File: src/rtl/useq_addr_sequencer.sv
// Microprogram sequencer: registered micro-PC with a return-address stack, conditional
// branches on selectable flags, a hardware loop counter, a stall input and sticky stack error.
module useq_addr_sequencer #(
    parameter int ADDR_W      = 16,
    parameter int STACK_DEPTH = 4,
    parameter int CNT_W       = 8,
    parameter int N_COND      = 4,
    parameter logic [ADDR_W-1:0] RESET_VEC = '0
) (
    input  logic                               clk,
    input  logic                               reset_n,
    input  logic [2:0]                         next_sel,
    input  logic [ADDR_W-1:0]                  branch_addr,
    input  logic [ADDR_W-1:0]                  map_addr,
    input  logic [N_COND-1:0]                  cond_in,
    input  logic [$clog2(N_COND)-1:0]          cond_sel,
    input  logic                               cond_pol,
    input  logic                               loop_load,
    input  logic [CNT_W-1:0]                   loop_cnt_in,
    input  logic                               stall,
    output logic [ADDR_W-1:0]                  upc,
    output logic [$clog2(STACK_DEPTH+1)-1:0]   stack_level,
    output logic                               stack_full,
    output logic                               stack_empty,
    output logic                               stack_err,
    output logic                               loop_zero
);

    localparam int LVL_W = $clog2(STACK_DEPTH + 1);
    localparam int PTR_W = (STACK_DEPTH > 1) ? $clog2(STACK_DEPTH) : 1;
    localparam logic [LVL_W-1:0] FULL_LVL = LVL_W'(STACK_DEPTH);

    localparam logic [2:0] SEL_INC    = 3'd0;
    localparam logic [2:0] SEL_BRANCH = 3'd1;
    localparam logic [2:0] SEL_CALL   = 3'd2;
    localparam logic [2:0] SEL_RET    = 3'd3;
    localparam logic [2:0] SEL_MAP    = 3'd4;
    localparam logic [2:0] SEL_CBR    = 3'd5;
    localparam logic [2:0] SEL_LOOP   = 3'd6;

    logic [ADDR_W-1:0] upc_q, upc_d;
    logic [LVL_W-1:0]  lvl_q, lvl_d;
    logic [CNT_W-1:0]  cnt_q, cnt_d;
    logic              err_q, err_d;
    logic [ADDR_W-1:0] stack_q [STACK_DEPTH];

    logic [ADDR_W-1:0] inc;
    logic [PTR_W-1:0]  push_idx, pop_idx;
    logic              push_en;
    logic              flag;
    logic              full, empty;

    assign full     = (lvl_q == FULL_LVL);
    assign empty    = (lvl_q == '0);
    assign push_idx = lvl_q[PTR_W-1:0];
    assign pop_idx  = PTR_W'(lvl_q - 1'b1);

    // Out-of-range flag selects fall back to flag 0.
    always_comb begin
        flag = cond_in[0];
        if (int'(cond_sel) < N_COND) flag = cond_in[cond_sel];
    end

    always_comb begin
        inc     = upc_q + 1'b1;
        upc_d   = upc_q;
        lvl_d   = lvl_q;
        cnt_d   = cnt_q;
        err_d   = err_q;
        push_en = 1'b0;
        if (!stall) begin
            case (next_sel)
                SEL_INC:    upc_d = inc;
                SEL_BRANCH: upc_d = branch_addr;
                SEL_MAP:    upc_d = map_addr;
                SEL_CALL: begin
                    if (full) begin
                        err_d = 1'b1;
                    end else begin
                        push_en = 1'b1;
                        lvl_d   = lvl_q + 1'b1;
                        upc_d   = branch_addr;
                    end
                end
                SEL_RET: begin
                    if (empty) begin
                        err_d = 1'b1;
                    end else begin
                        lvl_d = lvl_q - 1'b1;
                        upc_d = stack_q[pop_idx];
                    end
                end
                SEL_CBR:    upc_d = (flag ^ cond_pol) ? branch_addr : inc;
                SEL_LOOP: begin
                    if (cnt_q != '0) begin
                        cnt_d = cnt_q - 1'b1;
                        upc_d = branch_addr;
                    end else begin
                        upc_d = inc;
                    end
                end
                default:    upc_d = upc_q;
            endcase
            // A load overrides a same-cycle decrement; the branch above used the old count.
            if (loop_load) cnt_d = loop_cnt_in;
        end
    end

    always_ff @(posedge clk or negedge reset_n) begin
        if (!reset_n) begin
            upc_q <= RESET_VEC;
            lvl_q <= '0;
            cnt_q <= '0;
            err_q <= 1'b0;
        end else begin
            upc_q <= upc_d;
            lvl_q <= lvl_d;
            cnt_q <= cnt_d;
            err_q <= err_d;
        end
    end

    always_ff @(posedge clk) begin
        if (push_en) stack_q[push_idx] <= inc;
    end

    assign upc         = upc_q;
    assign stack_level = lvl_q;
    assign stack_full  = full;
    assign stack_empty = empty;
    assign stack_err   = err_q;
    assign loop_zero   = (cnt_q == '0);

endmodule
File: config.mk
export PLATFORM = sky130hd
export DESIGN_NAME = useq_addr_sequencer
export DESIGN_NICKNAME = d
export VERILOG_FILES = /design/src/rtl/useq_addr_sequencer.sv
export SDC_FILE = /design/constraint.sdc
export NUM_CORES = 1
export LEC_CHECK = 0
export ABC_CLOCK_PERIOD_IN_PS = 2630
export CORE_MARGIN = 5
export CORE_UTILIZATION = 35
export DETAILED_ROUTE_END_ITERATION = 10
export GPL_TIMING_DRIVEN = 0
export PLACE_DENSITY = 0.65
export SLEW_MARGIN = 10
export SYNTH_ARGS = -nofsm -noshare
export SYNTH_HDL_FRONTEND = slang
export SYNTH_SLANG_ARGS = --single-unit
File: constraint.sdc
create_clock -name clk -period 2.63 [get_ports clk]
set_input_delay 0.789 -clock clk [delete_from_list [all_inputs] [get_ports clk]]
set_output_delay 0.789 -clock clk [all_outputs]
set_load 0.03 [all_outputs]
# Word level (Yosys, flattened, before mapping)
# Memories as Yosys holds them, arrays and structs flattened.
# Index checks and enable logic that the tools add are counted.
[op_classes]
n_lt_le_gt_ge = 1
muxes = 21
n_bitwise = 2
addsub = 4
n_eq_ne = 11
reduce_logical = 12
[op_table]
columns = ["op", "n"]
rows = [
  ["$pmux W16 S7", 1],
  ["$mux W16", 4],
  ["$mux W8", 3],
  ["$add A16 B1 Y16 const B", 1],
  ["$eq A3 B3 Y1 const B", 4],
  ["$reduce_and A4 Y1", 3],
  ["$logic_not A8 Y1", 1],
  ["$mux W1", 8],
  ["$ne A2 B2 Y1 const B", 4],
  ["$reduce_bool A8 Y1", 1],
  ["$sub A8 B1 Y8 const B", 1],
  ["$reduce_bool A7 Y1", 1],
  ["$eq A3 B2 Y1 const B", 2],
  ["$logic_not A3 Y1", 2],
  ["$mux W3", 2],
  ["$pmux W3 S2", 1],
  ["$reduce_bool A2 Y1", 3],
  ["$add A3 B1 Y3 const B", 1],
  ["$eq A3 B1 Y1 const B", 1],
  ["$lt A2 B3 Y1 const B", 1],
  ["$reduce_and A3 Y1", 1],
  ["$sub A3 B1 Y3 const B", 1],
  ["$bmux W1 S2", 1],
  ["$pmux W1 S2", 1],
  ["2 further kinds", 2],
]
[totals]
word_cells = 56
n_memories = 1
mem_bits_rw = 64
regBits = 28
[memory_table]
columns = ["name", "depth", "word_bits", "rd", "rd_ports_with_merged_regs", "write_ports", "line_no", "text"]
rows = [
  ["stack_q", 4, 16, 1, 0, 1, "45", "logic [ADDR_W-1:0] stack_q [STACK_DEPTH];"],
]

# Longest topological paths before layout
# Gate-level depths: netlist (run 1).
[depth]
ltp_word = 6
ltp_mapped = 11
ltp_nobuf = 8

# Least setup slack after synthesis (run 1)
# Ideal clock, no wire load.
[synth_path]
path_kind = "register to register"
start = "register lvl_q[0] (netlist: stack_level[0])"
end = "register upc_q[11] (netlist: upc[11])"
path_stages_with_launch = 12
path_buffers = 3
t_required_ps = 2501
synth_period_minus_slack_ps = 3095
path_slack_ps = -465
t_arrival_ps = 2967
cell_sequence = "dfrtp_1 > buf_2 > buf_2 > inv_1 > ha_1 > ha_1 > o211a_1 > a311oi_1 > clkbuf_1 > o21ai_0 > a21oi_1 > a31oi_1"
[synth_rtl]
columns = ["element", "line_no", "text"]
rows = [
  ["from (decl)", "42", "logic [LVL_W-1:0] lvl_q, lvl_d;"],
  ["from (signal assigned)", "117", "lvl_q <= lvl_d;"],
  ["$logic_not A3 Y1", "54", "assign empty = (lvl_q == '0);"],
  ["via stack_empty", "24", "output logic stack_empty,"],
  ["$ne A2 B2 Y1 (no source line)", "-", ""],
  ["$reduce_and A4 Y1 (no source line)", "-", ""],
  ["to (signal assigned)", "116", "upc_q <= upc_d;"],
  ["to (decl)", "41", "logic [ADDR_W-1:0] upc_q, upc_d;"],
]
# The timed path passes the listed nets, and every way through them passes these cells. The select of a mux whose other input is x is not followed.
# A chain may end at the register's enable or synchronous reset.

# Worst setup path in the final report (run 1)
[layout_path]
start = "input port next_sel[2]"
end = "register upc_q[15] (netlist: upc[15])"
[layout_via]
elab_chain_cells = 3
[layout_lines]
columns = ["element", "line_no", "text"]
rows = [
  ["from (decl)", "12", "input logic [2:0] next_sel,"],
  ["$eq A3 B3 Y1, or another cell as far along", "72", "case (next_sel)"],
  ["$reduce_bool A7 Y1 (no source line) / $ne A2 B2 Y1 (equally long branches)", "-", ""],
  ["$reduce_and A4 Y1 (no source line)", "-", ""],
]
# Several ways; a longest one is shown, not always the timed one.

==> parameters.txt, run 1 <==
Parameter                              Value

Outcome
  Outcome ... finished, final reports clean

Yosys
  Unique cell type count in the Yosys netlist ... 55
  Cell type contributing the most total cell area after synthesis ... edfxtp_1
  Count of mapped cells out of synthesis ... 380
  Async set-or-reset flop fraction in the synthesized netlist ... 30.4%
  Dominant register cell in the synthesized netlist ... edfxtp_1
  Total nets after synthesis ... between 400 and 500
  Register area share after synthesis ... 55.7%
  Count of synthesis-stage warnings from yosys ... 0
  Most common cell in the netlist ... edfxtp_1
  Dominant cells by area after synthesis ... edfxtp_1 (41%), dfrtp_1 (15%), mux4_2 (8.1%)
  Syn Area/Cell ... 12.4 sq um
  Flip-flop and latch count after synthesis ... 92
  Post-synthesis instance area ... approximately 4700 sq um
  Portion of synthesized cell area occupied by the leading cell type ... 40.9%
  Most numerous cell types in the synthesized netlist ... edfxtp_1 (64), o21ai_0 (35), dfrtp_1 (28)
  Count of flip-flops with a built-in enable after synthesis ... 64

Layout
  Post-route core utilization ... a little under half
  Area growth syn-to-layout ... 33.9%
  Fillcell total ... 1,149
  Layout cells sized above 1 ... about 20%
  Count of antenna diodes in the layout ... 0
  Total Nets Final ... 541
  Non-filler instance count after layout ... 659

Global routing
  Global-route wire length before repair ... 21.0 mm
  Via count of the first global-routing pass ... 3,716
  Antenna violations before repair ... 0
  Total routing usage reported by global routing ... between 10% and 20%
  Pin count of the biggest net entering global routing ... 29
  Remaining global-route overflow ... 0

Clocking
  TritonCTS clock tree ... done
  Clock Tree Buf Depth ... 2
  Clk sinks ... 92
  Total clock buffers created by CTS ... 9
  Clock-pin slew on the worst setup and hold paths ... 70 ps
  Clock latency on the worst-skew pair ... 340 ps
  CTS Root Buffer Type ... clkbuf_16
  CTS H-tree lvls ... 3

Power
  Portion of total power attributed to combinational logic ... between 40% and 50%
  Leakage Power ... about 0.0022 uW
  Share of total power in the clock network ... between 20% and 30%
  Largest vdd supply drop ... 0.449 mV
  Power Internal ... 3660 uW
  Areal power density over the cells ... 899 nW/um^2
  Proportion of total power due to net switching ... 35.4%
  Net Switching ... 2000 uW
  Seq pwr share ... 36.2%

Flow run
  Max-Cap Viols ... 0

Setup path
  Reg2reg setup slack ... 170 ps
  Kind of start point of the critical path ... primary input
  Maximum net fanout on the critical path ... 10
  Kind of cell adding the most delay to the critical path ... compound AO/OA/AOI/OAI gates
  CP max stage delay ... roughly 530 ps
  Number of cells on the critical path ... 7
  Logic depth of the worst register-to-register path ... 10
  Highest-delay cell along the critical path ... clkdlybuf4s50_1
  Critical path endpoint category ... flop
  Critical path data arrival time ... 2840 ps
  Chain of cells forming the critical path ... clkdlybuf4s50_1 > buf_4 > clkinvlp_4 > o41ai_4 > o21ai_4 > a221oi_2 > a22oi_1
  Critical path origin ... next_sel[2]
  Worst Path Required ... 2840 ps
  Capturing point of the worst reg2reg path ... upc[6]$_DFFE_PN0P_
  Critical path buffer and inverter count ... 3
  Reg-to-Reg Start ... stack_level[0]$_DFFE_PN0P_
  Worst setup path endpoint ... upc[15]$_DFFE_PN0P_
  Category of the most critical setup path ... primary input to flop

Timing
  Slew Limit Headroom ... around 52%
  Count of endpoints failing hold in the final timing report ... 0
  Maximum clock skew at final layout ... 7.99 ps
  Hold slack ... 498 ps
  Final critical-path required period ... 2630 ps
  Max frequency ... 0.380 GHz
  Final worst path period share ... 100%
  Worst slew pin tran ... 724 ps
  Final number of setup-violating endpoints ... 0
  Number of max-slew violations in the final report ... 0

Placed design
  Number of port buffers ... 76
  Placed cells ... 632
  Total half-perimeter wirelength after legalization and detailed placement ... 9.33 mm
  Final Wtd Congestion ... 0.897

Floorplanning
  Initial Util ... 35.7%
  Number of top-level design ports ... 77
  Standard cell core area ... between 10,000 and 15,000 sq um
  Std cell rows ... 42
  Die span in x ... 126 microns
  Overall die height ... 126 microns
  Die Footprint ... 15,900 sq um

Drt
  Detailed Route WL ... around 14 mm
  Via count of the routed design ... 3,689
  Count of antenna-violating nets left after detailed routing ... 0
  Via count normalized by instance count ... 5.60
  Number of iterations in the first detailed-routing pass ... 6
  Routed wirelength normalized by instance count ... between 20 and 25 microns
  DRC violation count after routing ... 0
  Initial DRC count ... 402

Hold path
  Hold/Removal Path Class ... primary input to asynchronous set/reset pin
[stage by stage]
| step | setup slack, ps | instance area, sq um | total power (uW) | TNS (ps) |
|---|---|---|---|---|
| after floorplan | 15.8 | 4720 | 3400 | 0 |
| after global placement | -773 | 5710 | 4070 | -32690 |
| after detailed placement | -771 | 5710 | 4120 | -37170 |
| after CTS | -79.2 | 6100 | 5510 | -1450 |
| after global routing | -16.1 | 6300 | 5930 | -20.6 |
| final | 0.645 | 6300 | 5670 | 0 |
[registers in the layout, indices dropped and copies added (netlist names)]
signal       count
stack_level      3
stack_err        1
cnt_q            8
upc             16
stack_q         64
[worst register-to-register path, stage by stage, from the launching register on]
cell and delay, ps:
dfrtp_2 420, buf_12 160, buf_12 110, clkinvlp_4 110, ha_4 200, ha_2 190, o211a_1 250, a311o_1 350
clkbuf_8 220, a221oi_1 220, a31oi_1 110
[metal layers]
metal  up-vias  share of wire [%]  global-route usage [%]
met5         -                  0                       0
met4         0                1.4                    4.86
met3        16                8.2                    3.51
met2       166                 47                    27.5
met1      1832                 43                    23.5
li1       1675                  -                       -
[logic make-up after synthesis]
| group | count (synthesis) | synth area share (%) |
|---|---|---|
| muxes | 20 | 8.78 |
| xor gates and xnor gates | 16 | 3.14 |
| and+or+nand+nor | 105 | 11.8 |
| adders and majority gates | 9 | 2.39 |
| AOI/OAI and AO/OA | 103 | 14.8 |
| DFF | 92 | 55.7 |
| buffers and inverters | 35 | 3.32 |
[final cells by class]
| type | instances | area, sq um | area share, % |
|---|---|---|---|
| buffer | 23 | 176 | 2.80 |
| clock buffer | 9 | 225 | 3.57 |
| clock inverter | 7 | 76.3 | 1.21 |
| inverter | 9 | 41.3 | 0.655 |
| multi-input combinational | 253 | 2070 | 32.8 |
| sequential | 92 | 2620 | 41.6 |
| tap | 176 | 220 | 3.50 |
| timing repair buffer | 90 | 868 | 13.8 |
[power groups by stage]
stage               Combinational (uW)  Clock (uW)  Sequential [uW]
global placement                  2010           0             2060
detailed placement                2050           0             2070
global route                      2460        1400             2080
finish                            2290        1320             2050
CTS                               2130        1330             2050
floorplan                         1180           0             2220
[cell usage in the layout (no fill, tap or decap), drive strengths merged, types with 5 or more instances in the layout]
cell type	instances
clkbuf	23
clkinv	5
and2	6
inv	8
nand2	24
a22oi	11
buf	27
ha	9
a31oi	14
nor3	9
a221oi	8
nand2b	5
xnor2	12
mux4	17
nand4	7
a21oi	12
o21ai	36
nor4	5
dfrtp	28
edfxtp	64
clkdlybuf4s50	70
nand3	7
nor2b	5
nor2	23
[repair_timing]
item	CTS	global route
setup buffers	2	11
pin swaps	2	7
resized for setup	49	24
endpoints found under the hold margin	0	0
gates cloned	0	1
endpoints found under the setup margin	86	88
hold buffers	0	0
[worst min path at each step]
stage | to | start | slack [ps]
after floorplan | cnt_q[0]$_DFFE_PN0P_ | reset_n | 490
after CTS | stack_err$_DFFE_PN0P_ | stack_err$_DFFE_PN0P_ | 520
after global placement | stack_err$_DFFE_PN0P_ | stack_err$_DFFE_PN0P_ | 480
after detailed placement | stack_err$_DFFE_PN0P_ | stack_err$_DFFE_PN0P_ | 500
after global routing | stack_err$_DFFE_PN0P_ | stack_err$_DFFE_PN0P_ | 550
final | cnt_q[0]$_DFFE_PN0P_ | reset_n | 500
Power figures use the tool's default switching activity.
==> run 2: changes to the inputs <==
--- a/config.mk
+++ b/config.mk
@@ -8,7 +8,9 @@
 export ABC_CLOCK_PERIOD_IN_PS = 2630
+export CELL_PAD_IN_SITES_DETAIL_PLACEMENT = 2
+export CELL_PAD_IN_SITES_GLOBAL_PLACEMENT = 2
 export CORE_MARGIN = 5
-export CORE_UTILIZATION = 35
+export CORE_UTILIZATION = 32
 export DETAILED_ROUTE_END_ITERATION = 10
 export GPL_TIMING_DRIVEN = 0
-export PLACE_DENSITY = 0.65
+export PLACE_DENSITY = 0.82
 export SLEW_MARGIN = 10
--- a/constraint.sdc
+++ b/constraint.sdc
@@ -3,2 +3,2 @@
 set_output_delay 0.789 -clock clk [all_outputs]
-set_load 0.03 [all_outputs]
+set_load 0.1 [all_outputs]
==> parameters.txt, run 2 (synthesized netlist as in run 1, its figures left out) <==
Parameter                              Value

Outcome
  Outcome ... finished with violations
  Violations in the final reports ... setup timing

Clocking
  TritonCTS clock tree ... done
  Clock-pin slew on the worst setup and hold paths ... 70 ps (about the same)
  Total clock buffers created by CTS ... 9 (unchanged)
  Clock latency on the worst-skew pair ... 350 ps (about the same)
  Clock Tree Buf Depth ... 2 (unchanged)
  CTS H-tree lvls ... 3 (unchanged)
  Hold bufs inserted after CTS ... 0 (unchanged)
  CTS Root Buffer Type ... clkbuf_16
  Clk sinks ... 92 (unchanged)

Timing
  Maximum clock skew at final layout ... 10.1 ps (+2.12 ps)
  Count of endpoints failing hold in the final timing report ... 0 (unchanged)
  Slew Limit Headroom ... 35.0% (-17 points)
  Total negative setup slack ... -34.0 ps (-34.0 ps)
  Setup slack after layout ... -34.0 ps (-34.6 ps)
  Number of max-slew violations in the final report ... 0 (unchanged)
  Final number of setup-violating endpoints ... 1 (+1)
  Max frequency ... 0.375 GHz (-1.3%)
  Final critical-path required period ... 2660 ps (+34.6 ps)
  Setup repair after global routing missed its margin ... true
  Final worst path period share ... 101% (+1.3 points)
  Worst slew pin tran ... 979 ps (+255 ps)

Placed design
  Placed cells ... 640 (+1.3%)
  Total half-perimeter wirelength after legalization and detailed placement ... 11.1 mm (+19%)
  Final Wtd Congestion ... 0.822 (-8.4%)
  Place WS ... -879 ps (-107 ps)
  Placed inst area ... 5800 sq um (+1.6%)
  Number of port buffers ... 76 (unchanged)

Global routing
  Via count of the first global-routing pass ... 4,288 (+15%)
  Total routing usage reported by global routing ... 18.9% (+1.8 points)
  Antenna violations before repair ... 0 (unchanged)
  Remaining global-route overflow ... 0 (unchanged)
  Pin count of the biggest net entering global routing ... 29 (unchanged)
  Global-route wire length before repair ... 25.4 mm (+21%)

Layout
  Commonest non-fill, non-tap cell in the layout ... edfxtp_1
  Commonest cells after routing, fill and taps aside ... edfxtp_1 (64), clkdlybuf4s50_1 (50), o21ai_0 (33), nand2_1 (24), dfrtp_1 (24)
  Fillcell total ... 1,474 (+28%)
  Area growth syn-to-layout ... 35.4%
  Count of antenna diodes in the layout ... 0 (unchanged)
  Layout cells sized above 1 ... 21.2% (+0.87 points)
  Number of flip-flops under the largest register name ... 64 (unchanged)
  Total Nets Final ... 540 (-0.18%)
  Non-filler instance count after layout ... 666 (+1.1%)
  Area occupied by registers ... 2630 sq um (+0.24%)
  Register with the highest flop count ... stack_q
  Area of the multi-input gates ... 2070 sq um (+0.30%)
  Design Area, Final ... 6370 sq um (+1.1%)

Setup path
  Maximum net fanout on the critical path ... 10 (unchanged)
  Critical path data arrival time ... 2850 ps (about the same)
  Reg2reg setup slack ... 120 ps (-50 ps)
  Category of the most critical setup path ... primary input to flop
  Worst Path Required ... 2820 ps (-20 ps)
  Logic depth of the worst register-to-register path ... 8 (-2)
  Kind of start point of the critical path ... primary input
  Critical path endpoint category ... flop
  Capturing point of the worst reg2reg path ... upc[12]$_DFFE_PN0P_
  Reg-to-Reg Start ... cnt_q[0]$_DFFE_PN0P_

Floorplanning
  Die Footprint ... 17,200 sq um (+8.6%)
  Std cell rows ... 44 (+4.8%)
  Overall die height ... 131 microns (+4.2%)
  Number of top-level design ports ... 77 (unchanged)
  Initial Util ... 32.5% (-3.2 points)
  Standard cell core area ... 14,500 sq um (+9.8%)
  Die span in x ... 131 microns (+4.2%)

Hold path
  Worst Hold Depth ... 1
  HP Start ... stack_err$_DFFE_PN0P_
  Hold/Removal Path Class ... flop to flop
  Sink of the worst hold path ... stack_err$_DFFE_PN0P_

Power
  Largest vdd supply drop ... 0.574 mV (+28%)
  Leakage Power ... 0.00224 uW (+1.4%)
  Areal power density over the cells ... 1020 nW/um^2 (+13%)

Drt
  Initial DRC count ... 192 (-52%)
  Detailed Route WL ... 16.5 mm (+21%)
  Via count normalized by instance count ... 5.64 (+0.83%)
  Routed wirelength normalized by instance count ... 24.8 microns (+19%)
  DRC violation count after routing ... 0 (unchanged)
  Number of iterations in the first detailed-routing pass ... 4 (-2)
  Count of antenna-violating nets left after detailed routing ... 0 (unchanged)
  Via count of the routed design ... 3,759 (+1.9%)

Flow run
  Max-Cap Viols ... 0 (unchanged)
-- run 2: cell types whose count changed in the layout (fill, tap and decap cells not counted), sizes merged --
cell / delta
dlygate4sd2: +19
clkdlybuf4s50: -20
clkinvlp: +2
bufinv: +2
clkinv: -5
dlymetal6s2s: +1
-- run 2: worst max-delay path by stage --
stage,from,end,slack (ps)
2_1_floorplan,cnt_q[3]$_DFFE_PN0P_,loop_zero,-40
3_3_place_gp,next_sel[2],upc[2]$_DFFE_PN0P_,-850
3_5_place_dp,next_sel[1],upc[12]$_DFFE_PN0P_,-880
4_1_cts,cond_sel[0],upc[12]$_DFFE_PN0P_,-20
5_1_grt,next_sel[2],upc[2]$_DFFE_PN0P_,-70
6_report,next_sel[2],upc[2]$_DFFE_PN0P_,-30
-- run 2: final cells by class --
class	count	share of cell area, %
buffer	24	3.08
clock buffer	10	3.60
clock inverter	6	1.77
inverter	9	0.629
multi-input combinational	253	32.6
sequential	92	41.3
tap	184	3.61
timing repair buffer	88	13.4
-- run 2: critical path, stage by stage --
cell and delay [ps]:
clkdlybuf4s50_1 550, buf_6 180, clkinvlp_4 210, o41ai_4 470, o211ai_4 190, buf_4 200, nand3_1 90, nand4_1 160
-- run 2: layer usage --
layer  part of all wire (%)  vias up  wire [microns]  GRT usage (%)
li1                       -     1665               -              -
met1                     42     1936            6940           24.2
met2                     51      130            8370           31.9
met3                    5.5       28             911           4.20
met4                    1.9        0             317           5.94
met5                      0        -               0              0
-- run 2: metrics by stage --
stage                     hold slack, ps  utilization, %  total power, uW
after CTS                            497            43.5             6500
after global placement               460            40.0             4800
after global routing                 533            44.0             6780
final                                497            44.0             6500
after detailed placement             482            40.0             4920
after floorplan                      493               -             4090
-- run 2: where the power goes --
part	leakage (uW)	internal, uW	switching, uW	total (uW)
sequential	0.000896	1840	231	2070
clock	0.000155	930	582	1510
combinational	0.00119	1000	1910	2920
-- run 2: what timing repair did --
item | CTS | global route
gates resized for setup | 74 | 15
setup buffers | 9 | 3
pin swaps | 9 | 4
endpoints found under the setup margin | 79 | 23
